`config.mk`:
```
export PLATFORM = sky130hd
export DESIGN_NAME = adder_harness
export DESIGN_NICKNAME = d
export VERILOG_FILES = /design/src/rtl/adder_harness.sv
export SDC_FILE = /design/constraint.sdc
export NUM_CORES = 1
export LEC_CHECK = 0
export ABC_CLOCK_PERIOD_IN_PS = 5200
export BUFFER_PORTS_ARGS = -buffer_cell sky130_fd_sc_hd__buf_4
export CORE_MARGIN = 2
export CORE_UTILIZATION = 28
export DETAILED_ROUTE_END_ITERATION = 10
export PLACE_DENSITY = 0.59
export SLEW_MARGIN = 15
export SYNTH_ARGS = -nofsm -noshare
export SYNTH_HDL_FRONTEND = slang
export SYNTH_SLANG_ARGS = --single-unit
```
`constraint.sdc`:
```
create_clock -name clk -period 5.2 [get_ports clk]
set_input_delay 0.26 -clock clk [delete_from_list [all_inputs] [get_ports clk]]
set_output_delay 0.26 -clock clk [all_outputs]
set_load 0.1 [all_outputs]
```
`src/rtl/adder_harness.sv`:
```
// rtl/adder_harness.sv - valid/ready driver and checker around a 6-bit combinational adder
// Includes an autonomous exhaustive 64x64 sweep with a saturating mismatch counter.
module adder_harness #(
    parameter int SETTLE = 1,
    parameter int CNT_W  = 13
) (
    input  logic             clk,
    input  logic             rst_n,
    input  logic             in_valid,
    output logic             in_ready,
    input  logic [5:0]       a,
    input  logic [5:0]       b,
    input  logic             start,
    output logic [5:0]       adder_x,
    output logic [5:0]       adder_y,
    input  logic [5:0]       adder_s,
    input  logic             adder_ov,
    output logic             out_valid,
    input  logic             out_ready,
    output logic [6:0]       sum,
    output logic             mismatch,
    output logic [CNT_W-1:0] err_cnt,
    output logic             busy,
    output logic             done
);

    localparam int SW = (SETTLE > 1) ? $clog2(SETTLE) : 1;

    typedef enum logic [1:0] {IDLE, DRIVE, OUT} state_t;

    state_t           state_q, state_d;
    logic [SW-1:0]    settle_q, settle_d;
    logic [5:0]       x_q, x_d, y_q, y_d;
    logic [5:0]       i_q, i_d, j_q, j_d;
    logic [6:0]       sum_q, sum_d;
    logic             mism_q, mism_d;
    logic [CNT_W-1:0] err_q, err_d;
    logic             busy_q, busy_d;
    logic             done_q, done_d;
    logic             oval_q, oval_d;

    logic       settle_last;
    logic       last_pair;
    logic [6:0] result;
    logic [6:0] reference;
    logic       res_bad;

    assign settle_last = (settle_q == SW'(SETTLE - 1));
    assign last_pair   = (&i_q) & (&j_q);
    assign result      = {adder_ov, adder_s};
    assign reference   = {1'b0, x_q} + {1'b0, y_q};
    assign res_bad     = (result != reference);

    always_ff @(posedge clk) begin
        if (!rst_n) begin
            state_q <= IDLE;
        end else begin
            state_q <= state_d;
        end
    end

    always_comb begin
        state_d = state_q;
        case (state_q)
            IDLE: begin
                if (start || in_valid) begin
                    state_d = DRIVE;
                end
            end
            DRIVE: begin
                if (settle_last) begin
                    state_d = OUT;
                end
            end
            OUT: begin
                if (out_ready) begin
                    state_d = (busy_q && !last_pair) ? DRIVE : IDLE;
                end
            end
            default: state_d = IDLE;
        endcase
    end

    always_comb begin
        settle_d = settle_q;
        x_d      = x_q;
        y_d      = y_q;
        i_d      = i_q;
        j_d      = j_q;
        sum_d    = sum_q;
        mism_d   = mism_q;
        err_d    = err_q;
        busy_d   = busy_q;
        done_d   = done_q;
        oval_d   = oval_q;
        case (state_q)
            IDLE: begin
                // start has priority; a simultaneously offered pair stays unconsumed
                if (start) begin
                    err_d    = '0;
                    done_d   = 1'b0;
                    busy_d   = 1'b1;
                    i_d      = '0;
                    j_d      = '0;
                    x_d      = '0;
                    y_d      = '0;
                    settle_d = '0;
                end else if (in_valid) begin
                    x_d      = a;
                    y_d      = b;
                    settle_d = '0;
                end
            end
            DRIVE: begin
                if (settle_last) begin
                    sum_d  = result;
                    mism_d = res_bad;
                    oval_d = 1'b1;
                    if (res_bad && (err_q != {CNT_W{1'b1}})) begin
                        err_d = err_q + 1'b1;
                    end
                end else begin
                    settle_d = settle_q + 1'b1;
                end
            end
            OUT: begin
                if (out_ready) begin
                    oval_d = 1'b0;
                    if (busy_q) begin
                        if (last_pair) begin
                            busy_d = 1'b0;
                            done_d = 1'b1;
                        end else begin
                            j_d      = j_q + 6'd1;
                            i_d      = (&j_q) ? i_q + 6'd1 : i_q;
                            x_d      = i_d;
                            y_d      = j_d;
                            settle_d = '0;
                        end
                    end
                end
            end
            default: ;
        endcase
    end

    always_ff @(posedge clk) begin
        if (!rst_n) begin
            settle_q <= '0;
            x_q      <= '0;
            y_q      <= '0;
            i_q      <= '0;
            j_q      <= '0;
            sum_q    <= '0;
            mism_q   <= 1'b0;
            err_q    <= '0;
            busy_q   <= 1'b0;
            done_q   <= 1'b0;
            oval_q   <= 1'b0;
        end else begin
            settle_q <= settle_d;
            x_q      <= x_d;
            y_q      <= y_d;
            i_q      <= i_d;
            j_q      <= j_d;
            sum_q    <= sum_d;
            mism_q   <= mism_d;
            err_q    <= err_d;
            busy_q   <= busy_d;
            done_q   <= done_d;
            oval_q   <= oval_d;
        end
    end

    always_comb begin
        in_ready  = (state_q == IDLE) && rst_n;
        adder_x   = x_q;
        adder_y   = y_q;
        out_valid = oval_q;
        sum       = sum_q;
        mismatch  = mism_q;
        err_cnt   = err_q;
        busy      = busy_q;
        done      = done_q;
    end

endmodule

```
-- Word-level counts from Yosys, hierarchy flattened
Cells that the tools add are included.
- flip-flop bits (word level): 51
- latch bits: 0
- bits in writable memories: 0
- ROM bits: 0
- output and inout bits: 37
- word-level logic and storage cells: 98
- memories: 0
- add/sub/neg operators: 5
- multipliers: 0
- div/mod/pow operators: 0
- $lt $le $gt $ge: 0
- eq/ne operators: 13
- shifts and indexed selects: 0
- mux-type cells: 45
- bitwise gates (word level): 2
- reduce and logical (&&, ||, !) cells: 21
- operator list (cell ; count):
    $mux 6 ; 12
    $pmux 6 s2 ; 4
    $mux 13 ; 3
    $pmux 13 s2 ; 1
    $reduce_and 5->1 ; 4
    $mux 1 ; 17
    $ne 2x2->1 const B ; 8
    $add 13x1->13 const B ; 1
    $ne 13x13->1 const B ; 1
    $add 6x1->6 const B ; 2
    $reduce_and 6->1 ; 2
    $reduce_and 3->1 ; 3
    $add 6x6->7 ; 1
    $ne 7x7->1 ; 1
    $mux 2 ; 3
    $pmux 1 s2 ; 3
    $pmux 2 s3 ; 1
    $reduce_bool 2->1 ; 3
    $reduce_and 4->1 ; 1
    $logic_and 1x1->1 ; 3
    $ne 3x3->1 const B ; 1
    $pmux 1 s3 ; 1
    $reduce_bool 3->1 ; 1
    $eq 2x1->1 const B ; 1
    8 further kinds ; 8

-- Depth between registers and ports, before layout
Gate-level depths: netlist of run 1.
- word-level depth: 7
- mapped depth: 9
- gate-level depth less buffers: 8

-- Worst setup path before layout of run 1
No wires, ideal clock.
- path type: register -> register
- start point: register y_q[0], in the netlist adder_y[0]
- end point: register err_q[2], in the netlist err_cnt[2]
- setup time: 0.163 ns
- data arrival time: 3.041 ns
- slack: 1.997 ns
- stages on the path, launching flop included: 9
- path buffers: 0
- cell sequence: dfxtp_1 -> ha_1 -> fa_1 -> xnor2_1 -> o311ai_0 -> or3_4 -> nor4_4 -> nand3b_2 -> o32ai_1
- word-level cells in the longest chain between the ends: 5
- RTL lines (what ; RTL line ; text):
    start: declaration ; 33 ; logic [5:0] x_q, x_d, y_q, y_d;
    start signal: assignment ; 163 ; y_q <= y_d;
    $add 6x6->7 ; 51 ; assign reference = {1'b0, x_q} + {1'b0, y_q};
    $ne 7x7->1 ; 52 ; assign res_bad = (result != reference);
    $logic_and 1x1->1 ; 119 ; if (res_bad && (err_q != {CNT_W{1'b1}})) begin
    $ne 2x2->1 (no line) ; -- ;
    $reduce_and 4->1 (no line) ; -- ;
    end signal: assignment ; 168 ; err_q <= err_d;
    end: declaration ; 37 ; logic [CNT_W-1:0] err_q, err_d;
No other way between the ends.
A chain may end at the register's enable or synchronous reset.

-- Final worst setup path of run 1
- start point: register x_q[0], in the netlist adder_x[0]
- end point: register err_q[9], in the netlist err_cnt[9]
- word-level cells in the longest chain between the ends: 5
- RTL lines (what ; RTL line ; text):
    start: declaration ; 33 ;
    start signal: assignment ; 150 ; x_q <= '0;
    start signal: assignment ; 162 ; x_q <= x_d;
    $add 6x6->7 ; 51 ;
    $ne 7x7->1 ; 52 ;
    $logic_and 1x1->1 ; 119 ;
    $ne 2x2->1 (no line) ; -- ;
    $reduce_and 4->1 (no line) ; -- ;
No other way between the ends.

==> results of run 1 <==
-- logic make-up (layout without fill, tap and decap cells) --
group                      after synthesis  after routing
and+or+nand+nor                        128            128
adders and majority gates               10             10
xor gates and xnor gates                13             13
DFF                                     50             50
buffers and inverters                   26             78
AOI/OAI and AO/OA                      106            106
muxes                                    4              4
-- per-stage QoR --
step                instance area (um^2)  hold slack (ps)  std cells
floorplan                           2750              396        337
global placement                    3290              447        514
detailed placement                  3290              447        514
CTS                                 3400              197        522
global route                        3400              213        522
finish                              3400              209        522
-- synthesized netlist by cell type, drive strengths merged, types with 2 or more instances --
cell,count
a22oi,2
a31oi,11
mux2,2
nand4,3
ha,9
nor3b,4
xor2,3
o21ai,20
a21oi,28
o311ai,6
or4,2
nand3,15
and4,2
o31ai,8
nor2b,2
clkbuf,12
o22ai,3
nor3,5
a211oi,12
buf,5
a21o,3
or3,4
nand2,41
nand2b,4
dfxtp,50
xnor2,9
nor2,36
o211ai,3
inv,9
o21bai,2
and2,5
-- routing by layer --
layer | vias to the layer above | GRT usage [%] | share of wire [%]
met2 | 63 | 24.4 | 48
met4 | 0 | 5.87 | 2.5
li1 | 1340 | - | -
met5 | - | 0 | 0
met3 | 14 | 2.31 | 4.2
met1 | 1212 | 17.9 | 45
-- power groups by stage --
stage	combinational, W	sequential, W	clock [W]
after floorplan	0.000134	0.000558	0
after global placement	0.000334	0.000433	0
after detailed placement	0.000336	0.000434	0
after CTS	0.000337	0.000425	0.000282
after global routing	0.000357	0.000428	0.000295
final	0.000335	0.000424	0.000275
-- worst reg2reg max path, stage by stage, from the launching register on --
cell and delay [ps]:
sky130_fd_sc_hd__dfxtp_1 330, sky130_fd_sc_hd__ha_1 230, sky130_fd_sc_hd__fa_1 400, sky130_fd_sc_hd__a21o_1 190, sky130_fd_sc_hd__a21oi_1 220, sky130_fd_sc_hd__mux4_2 560
sky130_fd_sc_hd__nor4_4 680, sky130_fd_sc_hd__nand3b_2 380, sky130_fd_sc_hd__o31ai_1 110
-- final cells by class --
| type | count | area (um^2) |
|---|---|---|
| Clock buffer | 7 | 76.3 |
| Clock inverter | 1 | 30.0 |
| Fill cell | 1039 | 6240 |
| Inverter | 9 | 33.8 |
| Multi-Input combinational cell | 261 | 1630 |
| Sequential cell | 50 | 1000 |
| Tap cell | 133 | 166 |
| Timing Repair Buffer | 61 | 458 |
-- final timing paths --
| check | cells past startpoint | endpoint | startpoint | slack (ps) |
|---|---|---|---|---|
| min reg2reg | 2 | sum[2]$_SDFFE_PN0P_ | sum[2]$_SDFFE_PN0P_ | 460 |
| min | 3 | sum[5]$_SDFFE_PN0P_ | adder_s[5] | 210 |
| max reg2reg | 8 | err_cnt[9]$_SDFFE_PN0P_ | adder_x[0]$_SDFFE_PN0P_ | 1990 |
| max | 8 | err_cnt[9]$_SDFFE_PN0P_ | adder_x[0]$_SDFFE_PN0P_ | 1990 |
-- state kept, by name, indices dropped and copies added (netlist names) --
register   flops
j_q            6
done           1
sum            7
adder_y        6
mismatch       1
err_cnt       13
i_q            6
out_valid      1
state_q        2
busy           1
adder_x        6
==> results by stage, run 1 <==
Outcome:
- The flow ran to the end, and the final reports show no timing, DRC or antenna violations.

Place:
- After legalization and detailed placement, the total HPWL measured between 5 and 6 mm.
- The routability-driven placement congestion ratio is 0.887.
- Before CTS, the worst setup slack after placement is around 2000 ps.
- The number of I/O port buffers is 60.

Setup path:
- Along the worst path, the maximum fanout reaches 18.
- The endpoint kind of the worst setup timing path is a register.
- Among cell families on the critical path, the largest total delay comes from simple AND/OR/NAND/NOR gates.
- The signal on the critical path passes through ha_1 -> fa_1 -> a21o_1 -> a21oi_1 -> mux4_2 -> nor4_4 -> nand3b_2 -> o31ai_1.
- The master of the slowest instance on the critical path is sky130_fd_sc_hd__nor4_4.
- At the worst endpoint, the arrival time is ~3400 ps.
- The setup path with the least slack is of type register to register.
- Counting both buffers and inverters, the worst setup path holds a total of 0.
- The sort of element at the start of the critical path is a register.
- The delay of the slowest cell on the worst path is roughly 680 ps.
- At the worst endpoint, the required time is ~5400 ps.

Clocking:
- The number of hold-repair buffers added at the cts stage is 0.
- Buffers added to address setup during post-CTS repair amount to 0.
- The maximum root-to-sink buffer count is 2.
- The library cell used as clock root buffer is sky130_fd_sc_hd__clkbuf_8.
- The number of buffers added by the clock tree synthesis step is 5.
- The later pin in the worst-skew pair is clocked with a latency of about 300 ps.
- The number of cells upsized or downsized after cts is 0.
- The number of levels the H-tree was split into is 2.
- The clock tree from TritonCTS is done.
- The total number of clock tree sinks is 50.
- Clock-pin slew was measured on the worst setup and hold paths at roughly 90 ps.

STA:
- Setup repair after global routing left no endpoint under its margin.
- The fraction of the cycle the final worst path needs is between 60 and 70%.
- The transition at the pin with the smallest max-transition slack is 951 ps.
- The minimum period implied by the final worst setup slack is roughly 3200 ps.
- The max-slew headroom at the worst pin is between 30 and 40%.
- The final count of negative-setup-slack endpoints is 0.
- Once routing completed, OpenROAD measured the worst setup slack at between 1500 and 2000 ps.
- Derived from the worst setup path, the maximum achievable clock frequency is about 310 MHz.
- The maximum clock skew at final layout is 5.99 ps.
- The final-report max-slew violation count came to 0.
- The final number of hold-violating endpoints was 0.
- The setup TNS after final layout is 0 ps.

GRT:
- Global routing consumed, over all layers together, between 10 and 15% of the routing resources.
- Entering global routing, the biggest net connects 30 pins.
- The initial antenna violation count came to 0.
- The number of global-route vias before repair is approximately 2,500.
- The remaining global-route overflow is 0.
- The wire length of the first global-routing pass is roughly 12 mm.

Synthesis:
- Yosys mapped the design onto 57 distinct sky130hd cell types.
- Yosys mapped a number of flops with a built-in enable equal to 0.
- sky130_fd_sc_hd__dfxtp_1 takes more of the synthesized area than any other cell.
- The number of synthesis warnings is 0.
- The parity-gate share of the synthesized area counting xor and xnor cells is about 4.6%.
- The synthesized net count is 371.
- The main combinational cell family by area after synthesis is compound AO/OA/AOI/OAI gates.
- The number of instances in the synthesized netlist is between 300 and 400.
- The average cell area after synthesis is about 8.1 um^2.
- In this run, synthesis produced a sequential element count of 50.
- After synthesis, the largest area contributor takes up between 30% and 40% of total cell area.
- The async set or reset register ratio after synthesis is 0%.
- Measured against the total synthesized area, the mux share comes to roughly 2%.
- The area fraction in compound gates after synthesis is approximately 25%.
- The most common flop cell mapped by yosys is sky130_fd_sc_hd__dfxtp_1.
- In the post-synthesis netlist, the biggest area contributors are sky130_fd_sc_hd__dfxtp_1, sky130_fd_sc_hd__nand2_1, sky130_fd_sc_hd__a21oi_1.
- The post-synthesis share of cell area spent on and, or, nand and nor gates is a little under a quarter.
- The netlist area before placement is between 2000 and 3000 um^2.
- The proportion of synthesized chip area in sequential cells is a little over a third.
- The adder-cell area share of the yosys netlist is between 4 and 5%.

Power and ir drop:
- The internal power of the cells totals 0.000642 W.
- The areal power density over the cells is 305 nW/um^2.
- For this design the static power due to leakage is around 1.3 nW.
- The part of the total power dissipated in combinational logic is about a third.
- The register share of total power is roughly 40%.
- The largest vdd supply drop is 99.1 uV.
- Summed over all nets, the switching power comes to between 0.0003 and 0.0004 W.
- The switching fraction of total power is a little under two fifths.
- The design draws 0.00103 W.
- The clock share of power is between 20% and 30%.

Floorplanning:
- The die is a little over 100 um tall.
- The horizontal die dimension is about 100 um.
- The floorplan has 36 rows.
- The area inside the core boundary is a little under 10,000 um^2.
- The initial standard-cell utilization of the core is approximately 28%.
- The die area is around 11,000 um^2.
- The I/O pin count is between 60 and 70.

Cells and area:
- The library cells used most frequently in the layout, excluding fill and tap cells, are sky130_fd_sc_hd__buf_4, sky130_fd_sc_hd__dfxtp_1, sky130_fd_sc_hd__nand2_1.
- The share of layout cells above drive strength 1 is 19.8%.
- The leading cell type in the layout, fill and taps excluded is sky130_fd_sc_hd__buf_4.
- Once layout is complete, the utilization of the core stands at between 30% and 40%.
- The area growth from synthesis to final layout is 23.7%.
- The final antenna diode count is 0.
- The final layout contains ~420 nets.

Route:
- The first routing iteration left about 160 violations.
- After detailed routing, the average wire length per cell comes to around 14 um.
- The routed layout has around 2,600 vias.
- In the routed design, unresolved DRC markers number 0.
- The number of nets with antenna violations after detailed routing is 0.
- The number of vias per cell after detailed routing is 5.04.
- The first TritonRoute pass finished after 4 iterations.
- The routed wire length is 7.46 mm.

Flow run:
- Across the run, the number of max-cap violations was 0.

Hold path:
- The min-delay analysis places its worst path in the category primary input to register.
Note: power is estimated with default switching activity, not from simulation.
==> run 2, diff against run 1 <==
--- a/config.mk
+++ b/config.mk
@@ -5,12 +5,13 @@
 export SDC_FILE = /design/constraint.sdc
 export NUM_CORES = 1
 export LEC_CHECK = 0
-export ABC_CLOCK_PERIOD_IN_PS = 5200
+export ABC_AREA = 1
+export ABC_CLOCK_PERIOD_IN_PS = 3000
 export BUFFER_PORTS_ARGS = -buffer_cell sky130_fd_sc_hd__buf_4
 export CORE_MARGIN = 2
 export CORE_UTILIZATION = 28
 export DETAILED_ROUTE_END_ITERATION = 10
-export PLACE_DENSITY = 0.59
+export PLACE_DENSITY = 0.58
 export SLEW_MARGIN = 15
 export SYNTH_ARGS = -nofsm -noshare
 export SYNTH_HDL_FRONTEND = slang
==> constraint.sdc (replaced) <==
create_clock -name clk -period 3 [get_ports clk]
set_input_delay 0.15 -clock clk [delete_from_list [all_inputs] [get_ports clk]]
set_output_delay 0.15 -clock clk [all_outputs]
set_load 0.1 [all_outputs]
==> run 2 against run 1 <==
  * Global-route usage shrank 0.51 points
  * First-iteration DRC count fell by 20%
  * Clock-buffer cell count is 1 lower
  * Critical endpoint is now err_cnt[2]$_SDFFE_PN0P_
  * Via count increased by 15%
  * Largest power group is now combinational cells
  * Hold slack got worse by 110 ps
  * Synthesized cell count rose by 41%
  * Total power rose to 2.6 times the previous value
  * Setup slack got worse by 1200 ps
  * Largest cell class unchanged
==> results by stage, run 2 <==
Outcome:
- Result of the run: complete, no violations (unchanged).

Synthesis:
- The number of instances in the synthesized netlist was 474 (was 337).
- The netlist area before placement is 3020 um^2 (was 2750 um^2).
- The number of enable-type register cells in the synthesized netlist came to 0 (unchanged).
- The synthesis-stage register bit count is 50 (unchanged).
- The most common flop cell mapped by yosys is sky130_fd_sc_hd__dfxtp_1 (unchanged).
- Commonest cells in the netlist: sky130_fd_sc_hd__nand2_1, sky130_fd_sc_hd__nor2_1, sky130_fd_sc_hd__inv_1 (was sky130_fd_sc_hd__dfxtp_1, sky130_fd_sc_hd__nand2_1, sky130_fd_sc_hd__nor2_1).
- The number of synthesis warnings was 0 (unchanged).
- Synth area leaders: sky130_fd_sc_hd__dfxtp_1, sky130_fd_sc_hd__nand2_1, sky130_fd_sc_hd__nor2_1 (was sky130_fd_sc_hd__dfxtp_1, sky130_fd_sc_hd__nand2_1, sky130_fd_sc_hd__a21oi_1).
- The fraction of synthesized cell area taken by the top area cell type is 33.2% (was 36.5%).
- The proportion of synthesized chip area in sequential cells is 33.2% (was 36.5%).
- The async set or reset register ratio after synthesis is 0% (unchanged).
- The synthesized net count is 508 (was 371).
- The post-synthesis cell type with the largest combined area was sky130_fd_sc_hd__dfxtp_1 (unchanged).
- The average cell area after synthesis is 6.37 um^2 (was 8.15 um^2).
- The number of unique standard cell types used by synthesis is 34 (was 57).
- The most common cell in the synthesized netlist is sky130_fd_sc_hd__nand2_1 (was sky130_fd_sc_hd__dfxtp_1).

STA:
- The minimum period implied by the final worst setup slack is 2240 ps (was 3210 ps).
- The worst path setup slack after routing was 759 ps (was 1990 ps).
- The max-slew headroom at the worst pin is 71.1% (was 36.6%).
- The fraction of the cycle the final worst path needs is 74.7% (was 61.7%).
- RSZ-0062 raised after global routing: false (unchanged).
- The transition at the pin with the smallest max-transition slack is 433 ps (was 951 ps).
- The final-report max-slew violation count is 0 (unchanged).
- The final count of negative-setup-slack endpoints came to 0 (unchanged).
- The final number of hold-violating endpoints is 0 (unchanged).
- The timing-limited maximum frequency is 446 MHz (was 312 MHz).
- The setup TNS after final layout is 0 ps (unchanged).
- The maximum clock skew at final layout is 9.39 ps (was 5.99 ps).

Power and ir drop:
- The cell-internal power came to 0.00131 W (was 0.000642 W).
- The switching fraction of total power is 52.1% (was 37.9%).
- The register share of total power is 32.6% (was 41.0%).
- The largest vdd supply drop is 238 uV (was 99.1 uV).
- The part of the total power dissipated in combinational logic is 52.0% (was 32.4%).
- The areal power density over the cells is 744 nW/um^2 (was 305 nW/um^2).
- The leakage power came to 1.79 nW (was 1.29 nW).
- The clock share of power is 15.4% (was 26.6%).
- The net switching power is 0.00142 W (was 0.000392 W).

Route:
- The number of nets with antenna violations after detailed routing is 0 (unchanged).
- The residual DRC count is 0 (unchanged).
- The vias after detailed routing came to 3,014 (was 2,629).
- The number of vias per cell after detailed routing is 4.53 (was 5.04).
- The number of DRC markers after the initial detailed-route iteration is 125 (was 157).
- The routed wire length is 7.84 mm (was 7.46 mm).
- The wire length per cell is 11.8 um (was 14.3 um).
- The total iterations of the first detailed-routing run was 4 (unchanged).

Cells and area:
- The share of layout cells above drive strength 1 was 18.3% (was 19.8%).
- The area of the multi-input gates is 1690 um^2 (was 1630 um^2).
- The total number of nets in the final design is 563 (was 422).
- The final antenna diode count came to 0 (unchanged).
- The leading cell type in the layout, fill and taps excluded is sky130_fd_sc_hd__nand2_1 (was sky130_fd_sc_hd__buf_4).
- The area growth from synthesis to final layout is 21.5% (was 23.7%).
- The flip-flop count of the largest register, all copies and words added is 13 (unchanged).
- Most frequent cells in the layout: sky130_fd_sc_hd__nand2_1, sky130_fd_sc_hd__nor2_1, sky130_fd_sc_hd__buf_4 (was sky130_fd_sc_hd__buf_4, sky130_fd_sc_hd__dfxtp_1, sky130_fd_sc_hd__nand2_1).
- The number of fillers in the final layout is 1,123 (was 1,039).
- The total area of sequential cells is 1000 um^2 (unchanged).

Clocking:
- The number of cells upsized or downsized after cts is 0 (unchanged).
- The clock edge transition at the registers on the reported setup and hold paths is 100 ps (was 90 ps).
- The clock tree from TritonCTS is done (unchanged).
- The number of hold-repair buffers added at the cts stage was 0 (unchanged).
- The library cell used as clock root buffer is sky130_fd_sc_hd__clkbuf_8 (unchanged).
- The number of levels the H-tree was split into is 2 (unchanged).
- The number of buffers inserted by post-CTS setup repair is 0 (unchanged).
- The number of buffers added by the clock tree synthesis step is 5 (unchanged).
- The maximum root-to-sink buffer count is 2 (unchanged).
- The total number of clock tree sinks is 50 (unchanged).
- The clock insertion delay at the later pin of the skew report is 300 ps (about the same).

GRT:
- The wire length of the first global-routing pass is 12.9 mm (was 12.0 mm).
- The global-route total usage across every layer is 13.8% (was 14.3%).
- The maximum number of pins on one net before global-route repair is 44 (was 30).
- The number of global-route vias before repair is 2,741 (was 2,510).
- The remaining global-route overflow was 0 (unchanged).
- The initial antenna violation count is 0 (unchanged).

Hold path:
- The sink of the worst hold path was sum[3]$_SDFFE_PN0P_ (was sum[5]$_SDFFE_PN0P_).
- The start point of the worst min-delay path is adder_s[3] (was adder_s[5]).
- The classification of the worst-slack hold path was primary input to register (unchanged).
- The cell count of the worst hold path is 3 (unchanged).

Floorplanning:
- The I/O pin count is 61 (unchanged).
- The row count is 37 (was 36).
- The area inside the core boundary was 10,400 um^2 (was 9640 um^2).
- The height of the chip is 108 um (was 103 um).
- The horizontal die dimension was 108 um (was 103 um).
- The die area came to 11,600 um^2 (was 10,600 um^2).
- The initial standard-cell utilization of the core was 29.0% (was 28.5%).

Setup path:
- The type of the worst setup path was register to register (unchanged).
- The sort of element at the start of the critical path is a register (unchanged).
- The worst endpoint required time is 3200 ps (was 5380 ps).
- The minimum setup slack among reg-to-reg paths is 760 ps (was 1990 ps).
- The largest fanout on the critical path was 22 (was 18).
- The delay of the slowest cell on the worst path came to 430 ps (was 680 ps).
- The path depth of the worst reg2reg path is 12 (was 8).
- The arrival time at the worst endpoint is 2440 ps (was 3390 ps).
- The cell that appears most often on the critical path is sky130_fd_sc_hd__nand3_1.
- The endpoint kind of the worst setup timing path is a register (unchanged).
- The critical path buffer and inverter count is 0 (unchanged).
- The launch point of the worst reg-to-reg path was adder_x[0]$_SDFFE_PN0P_ (unchanged).
- The kind of cell adding the most delay to the critical path is simple AND/OR/NAND/NOR gates (unchanged).
- Chain of cells forming the critical path: ha_1 -> fa_1 -> nand3_1 -> nand3_1 -> nand2_1 -> nand3_1 -> nand2_1 -> nand4_2 -> nand3_4 -> nand2_4 -> nor2_1 -> nor2_1 (was ha_1 -> fa_1 -> a21o_1 -> a21oi_1 -> mux4_2 -> nor4_4 -> nand3b_2 -> o31ai_1).
- The capture instance of the worst register-to-register path was err_cnt[2]$_SDFFE_PN0P_ (was err_cnt[9]$_SDFFE_PN0P_).
- The master of the slowest instance on the critical path is sky130_fd_sc_hd__fa_1 (was sky130_fd_sc_hd__nor4_4).

Place:
- The routability-driven placement congestion ratio is 0.870 (was 0.887).
- The number of I/O port buffers is 60 (unchanged).
- The post-placement setup slack was 763 ps (was 1990 ps).
- The placed wire-length estimate is 5.92 mm (was 5.67 mm).

Flow run:
- The reported max-cap violation count is 0 (unchanged).
-- run 2: cells by family after synthesis --
logic type,share of synthesized area [%]
fa+ha+maj,4.39
compound gates,12.1
simple gates,38.8
flops,33.2
buf+inv,10.9
xor+xnor,0.581
-- run 2: layout make-up --
cell class / count / area share (%)
inverter: 64 / 6.55
tap: 136 / 4.64
clock buffer: 6 / 2.25
sequential: 50 / 27.3
clock inverter: 2 / 0.341
timing repair buffer: 63 / 12.9
multi-input combinational: 345 / 46.0
-- run 2: worst max path at each step --
stage / cells after the start / from / slack [ps] / to
final: 12 / adder_x[0]$_SDFFE_PN0P_ / 760 / err_cnt[2]$_SDFFE_PN0P_
after global routing: 13 / adder_x[0]$_SDFFE_PN0P_ / 470 / err_cnt[5]$_SDFFE_PN0P_
after CTS: 14 / adder_x[0]$_SDFFE_PN0P_ / 740 / err_cnt[4]$_SDFFE_PN0P_
after detailed placement: 13 / adder_x[0]$_SDFFE_PN0P_ / 760 / err_cnt[2]$_SDFFE_PN0P_
after global placement: 14 / adder_x[0]$_SDFFE_PN0P_ / 800 / err_cnt[9]$_SDFFE_PN0P_
after floorplan: 13 / adder_y[0]$_SDFFE_PN0P_ / 200 / err_cnt[2]$_SDFFE_PN0P_
-- run 2: metal layers --
layer | part of all wire, % | track usage [%] | vias to the layer above
met5 | 0 | 0 | -
met4 | 1.0 | 3.85 | 0
met1 | 47 | 17.9 | 1344
met3 | 3.7 | 2.18 | 4
met2 | 48 | 23.5 | 54
li1 | - | - | 1612
-- run 2: worst reg2reg max path: cells and delay by family, from the launching register on --
kind / cells / cell delay (ps)
flip-flops: 1 / 350
AND/OR/NAND/NOR: 10 / 1100
adder cells (fa/ha/maj): 2 / 680
-- run 2: power groups by stage --
| stage | sequential, W | clock (W) | combinational [W] |
|---|---|---|---|
| 2_1_floorplan | 0.00148 | 0 | 0.000560 |
| 3_3_place_gp | 0.000905 | 0 | 0.00141 |
| 3_5_place_dp | 0.000908 | 0 | 0.00142 |
| 4_1_cts | 0.000893 | 0.000434 | 0.00142 |
| 5_1_grt | 0.000909 | 0.000460 | 0.00153 |
| 6_report | 0.000890 | 0.000419 | 0.00142 |
-- run 2: metrics by stage --
step	instance area, um^2	util, %	power [W]	hold slack (ps)	cells
finish	3670	35.2	0.00273	102	666
global route	3670	35.2	0.00290	106	666
CTS	3670	35.2	0.00275	97.0	666
detailed placement	3570	34.3	0.00232	422	658
global placement	3570	34.3	0.00231	416	658
floorplan	3020	-	0.00204	285	474
